**src/rtl/b07_point_loader.sv**
```systemverilog
// b07_point_loader: writer-side companion to the b07 line-point counter.
// Accepts 16 coordinate bytes (x0, y0 .. x7, y7) over a valid/ready handshake,
// stores them in a 16x8 point memory with a combinational read port, and
// counts the points that satisfy 3x + y == 2 (mod 256) while loading.
module b07_point_loader (
  input  logic       clock,
  input  logic       reset,
  input  logic       start,
  input  logic       in_valid,
  input  logic [7:0] in_data,
  output logic       in_ready,
  input  logic [3:0] rd_addr,
  output logic [7:0] rd_data,
  output logic       busy,
  output logic       done,
  output logic [7:0] punti_attesi
);

  typedef enum logic [2:0] {
    S_IDLE   = 3'd0,
    S_LOAD_X = 3'd1,
    S_LOAD_Y = 3'd2,
    S_CHECK  = 3'd3,
    S_DONE   = 3'd4
  } state_t;

  state_t     state;
  state_t     stateNext;
  logic [3:0] mar;
  logic [3:0] marNext;
  logic [7:0] x;
  logic [7:0] xNext;
  logic [7:0] y;
  logic [7:0] yNext;
  logic [3:0] cont;
  logic [3:0] contNext;
  logic [7:0] punti;
  logic [7:0] puntiNext;
  logic       memWe;
  logic [7:0] lineSum;
  logic [7:0] mem [16];

  // Left-hand side of the line equation; 8-bit adds wrap naturally mod 256.
  assign lineSum = x + x + x + y;

  // Read port is purely combinational: a write becomes visible after its edge.
  assign rd_data      = mem[rd_addr];
  assign punti_attesi = punti;

  // Next-state and register-update decode; status outputs depend on state only.
  always_comb begin
    stateNext = state;
    marNext   = mar;
    xNext     = x;
    yNext     = y;
    contNext  = cont;
    puntiNext = punti;
    memWe     = 1'b0;
    in_ready  = 1'b0;
    busy      = 1'b0;
    done      = 1'b0;
    case (state)
      S_IDLE: begin
        if (start) begin
          marNext   = 4'h0;
          contNext  = 4'h0;
          stateNext = S_LOAD_X;
        end
      end
      S_LOAD_X: begin
        in_ready = 1'b1;
        busy     = 1'b1;
        if (in_valid) begin
          memWe     = 1'b1;
          xNext     = in_data;
          marNext   = mar + 4'h1;
          stateNext = S_LOAD_Y;
        end
      end
      S_LOAD_Y: begin
        in_ready = 1'b1;
        busy     = 1'b1;
        if (in_valid) begin
          memWe     = 1'b1;
          yNext     = in_data;
          stateNext = S_CHECK;
        end
      end
      S_CHECK: begin
        busy = 1'b1;
        if (lineSum == 8'h02) begin
          contNext = cont + 4'h1;
        end
        if (mar == 4'hF) begin
          puntiNext = {4'h0, contNext};
          stateNext = S_DONE;
        end else begin
          marNext   = mar + 4'h1;
          stateNext = S_LOAD_X;
        end
      end
      S_DONE: begin
        done = 1'b1;
        if (start) begin
          marNext   = 4'h0;
          contNext  = 4'h0;
          stateNext = S_LOAD_X;
        end
      end
      default: begin
        stateNext = S_IDLE;
      end
    endcase
  end

  // State, datapath registers and point memory; reset clears everything at once.
  always_ff @(posedge clock or posedge reset) begin
    if (reset) begin
      state <= S_IDLE;
      mar   <= 4'h0;
      x     <= 8'h00;
      y     <= 8'h00;
      cont  <= 4'h0;
      punti <= 8'h00;
      for (int i = 0; i < 16; i++) begin
        mem[i] <= 8'h00;
      end
    end else begin
      state <= stateNext;
      mar   <= marNext;
      x     <= xNext;
      y     <= yNext;
      cont  <= contNext;
      punti <= puntiNext;
      if (memWe) begin
        mem[mar] <= in_data;
      end
    end
  end

endmodule
```
**config.mk**
```make
export PLATFORM = sky130hd
export DESIGN_NAME = b07_point_loader
export DESIGN_NICKNAME = d
export VERILOG_FILES = /design/src/rtl/b07_point_loader.sv
export SDC_FILE = /design/constraint.sdc
export NUM_CORES = 1
export LEC_CHECK = 0
export ABC_CLOCK_PERIOD_IN_PS = 8400
export CORE_ASPECT_RATIO = 1.75
export CORE_MARGIN = 2
export CORE_UTILIZATION = 55
export DETAILED_ROUTE_END_ITERATION = 10
export PLACE_DENSITY = 0.7
export SLEW_MARGIN = 5
export SYNTH_ARGS = -nofsm -noshare
export SYNTH_HDL_FRONTEND = slang
export SYNTH_SLANG_ARGS = --single-unit
```
**constraint.sdc**
```tcl
create_clock -name clock -period 8.4 [get_ports clock]
set_input_delay 1.68 -clock clock [delete_from_list [all_inputs] [get_ports clock]]
set_output_delay 1.68 -clock clock [all_outputs]
set_load 0.02 [all_outputs]
```
==> flow_summary.json <==
{
  "status": "finished clean",
  "critPathArrivalTime_ns": 4.21,
  "yosys_warnings": 0,
  "path_clk_slew_ns": 0.07,
  "cellPowerDensity_mw_per_mm2": 353,
  "start_util_pct": 56.0,
  "grt_remaining_overflow": 0,
  "hp-class": "reg2reg",
  "most-common-layout-cells": "dfrtp_1, mux2_2, mux4_2",
  "required_ns": 6.72,
  "rsz0062_at_grt": "no",
  "fin_crit_sh_pct": 70.1,
  "wirelength_um": 16600,
  "synth_top_area_cell": "dfrtp_1",
  "tritoncts": "yes",
  "ant_nets": 0,
  "postCtsResizedCells": 0,
  "p_sw_share_pct": 32.9,
  "setup_viol": 0,
  "crit_path_end_kind": "output pin",
  "first_global_vias": 4851,
  "reg2reg_depth": 12,
  "cap_violations": 0,
  "cp.depth": 4,
  "grt_max_degree": 87,
  "critical_path.max_fanout": 32,
  "synth_seq_area_share_pct": 51.6,
  "crit_path_frequent_cell": "mux4_2",
  "synth-edff-count": 0,
  "area_delta_synth_final_pct": 13.0,
  "drive_above_1_share_pct": 40.5,
  "cts_max_path_buffers": 2,
  "vias": 4557,
  "hold_buffers": 0,
  "crit_slowest_cell": "buf_2",
  "path_buf_inv": 2,
  "max_stage_delay_ns": 0.83,
  "syn_area_mm2": 0.00771,
  "netlist-cell-type-count": 47,
  "ys.flop_type": "dfrtp_1",
  "io-pin-count": 35,
  "post-dp-hpwl_um": 11000,
  "crit_type": "in2out",
  "max_slew.worst_pin.slew_ns": 1.13,
  "insertion_delay_ns": 0.42,
  "final_cells": 738,
  "report.final.slew_viol_count": 0,
  "antenna_found_initial": 0,
  "synthCells": 524,
  "cts_sinks": 159,
  "num_rows": 57,
  "syn_avg_cell_area_um2": 14.7,
  "grt_pass1_wl_um": 26700,
  "detailedPlace.worstSlack_ns": 2.49,
  "crit_chain": "buf_2 -> mux4_2 -> mux4_2 -> clkdlybuf4s50_1",
  "skew_ns": 0.00967,
  "relSlewSlack_pct": 24.7,
  "cpLargestDelayFamily": "buffers and inverters",
  "num-nets-final": 583,
  "drc": 0,
  "cts_setup_buffers": 0,
  "setup_ws_ns": 2.51,
  "vias_per_cell": 6.17,
  "tns_ns": 0,
  "coreArea_mm2": 0.0138,
  "hold_depth": 2,
  "fin_crit_ns": 5.89,
  "grt_usage_pct": 23.9,
  "fmax_mhz": 170,
  "htree_levels": 4,
  "first_iter_violations": 219,
  "final-hold-violation-count": 0,
  "nFillCells": 998,
  "clkPwrFrac_pct": 24.9,
  "die_h_um": 161,
  "leakage_nw": 3.95,
  "sequentialPowerShare_pct": 39.4,
  "final_common_cell": "dfrtp_1",
  "clk_root_buffer_cell": "clkbuf_16",
  "critPathLaunchType": "primary input",
  "dieArea_mm2": 0.0150,
  "comb_power_share_pct": 35.6,
  "n_antenna_cell": 0,
  "ys_ff_latch": 159,
  "place.gp.congestion": 0.814,
  "ir_worst_vdd_v": 0.000199,
  "seqCellArea_mm2": 0.00398,
  "synth_top_area_share_pct": 51.6,
  "place_inst": 706,
  "port_buffers": 30,
  "multi_input_area_mm2": 0.00355,
  "wire_per_inst_um": 22.4,
  "postSynth.asyncResetShare_pct": 100,
  "cts_buffers": 17,
  "p_switching_mw": 1.01,
  "die_width_um": 93.5,
  "intPower_mw": 2.06,
  "dr.pass1.iters": 4,
  "synthTopCellsByArea": "dfrtp_1, mux2_2, mux4_2"
}
[stage by stage]
step / area, um^2 / hold WS [ns] / utilization [%] / total power, mW
5_1_grt: 8710 / 0.511 / 63.3 / 3.26
4_1_cts: 8710 / 0.496 / 63.3 / 3.09
6_report: 8710 / 0.484 / 63.3 / 3.07
3_5_place_dp: 8120 / 0.480 / 59.0 / 2.32
3_3_place_gp: 8120 / 0.460 / 59.0 / 2.27
2_1_floorplan: 7720 / 0.474 / - / 2.05
[power by group through the flow]
stage / registers (mW) / clock network [mW] / logic [mW]
after floorplan: 1.13 / 0 / 0.911
after global placement: 1.22 / 0 / 1.05
after detailed placement: 1.22 / 0 / 1.10
after CTS: 1.21 / 0.778 / 1.11
after global routing: 1.24 / 0.812 / 1.21
final: 1.21 / 0.766 / 1.09
[layout make-up]
type | instances | area share [%]
flip-flops and latches | 159 | 45.7
multi-input cells | 324 | 40.8
clock buffers | 18 | 4.93
repair buffers | 32 | 3.56
well taps | 177 | 2.54
clock inverters | 14 | 1.82
inverters | 14 | 0.661
[worst register-to-register path, stage by stage, from the launching register on]
cell and delay, ns:
dfrtp_1 0.40, inv_1 0.10, fa_1 0.41, inv_1 0.07, ha_1 0.17, inv_1 0.06, fa_1 0.43, nor2b_4 0.14
o21a_1 0.16, o211ai_1 0.14, a2111oi_4 0.79, o21ai_0 0.22, mux2_2 0.30
[registers in the layout (all words and copies together) (netlist names)]
signal and flops:
x 8, y 8, mem 128, mar 4
cont 4, state 3, punti_attesi 4
[metal layers]
layer / global-route usage (%) / wire [um] / up-vias / part of all wire [%]
met5: 0 / 0 / - / 0
met2: 41.6 / 9030 / 98 / 55
met1: 29.2 / 6550 / 2443 / 40
met4: 9.96 / 471 / 0 / 2.8
met3: 4.22 / 512 / 32 / 3.1
li1: - / - / 1984 / -
[kinds of logic (layout without fill, tap and decap cells)]
logic type | after synthesis | in the layout | share of synthesized area, %
flops | 159 | 159 | 51.6
simple gates | 75 | 75 | 5.23
mux | 186 | 186 | 33.0
xor+xnor | 9 | 9 | 1.02
fa+ha+maj | 19 | 19 | 3.77
buf+inv | 44 | 78 | 2.44
other cells | 1 | 4 | 0.0487
compound gates | 31 | 31 | 2.89
[path summary, 6_finish.rpt]
kind	from	endpoint	slack, ns
setup / recovery	rd_addr[0]	rd_data[1]	2.51
hold / removal	punti_attesi[3]	punti_attesi[3]	0.48
setup reg to reg	x[1]	cont[0]	4.90
hold reg to reg	punti_attesi[3]	punti_attesi[3]	0.48
max in group asynchronous	reset	mem[21]	5.20
min in group asynchronous	reset	state[2]	1.76
[synth_stat cells, drive strengths merged, types with 2 or more instances]
master / number
xor2: 3
ha: 12
mux4: 40
nand4: 6
clkbuf: 16
a21oi: 7
xnor2: 6
buf: 14
nand2: 17
o21ai: 11
nand2b: 2
mux2: 143
fa: 7
and2: 2
dfrtp: 159
nor3: 6
mux2i: 3
nand3: 20
inv: 14
nand3b: 3
o21a: 2
nor2: 9
nor3b: 3
nor2b: 3
Note: power is estimated with default switching activity, not from simulation.
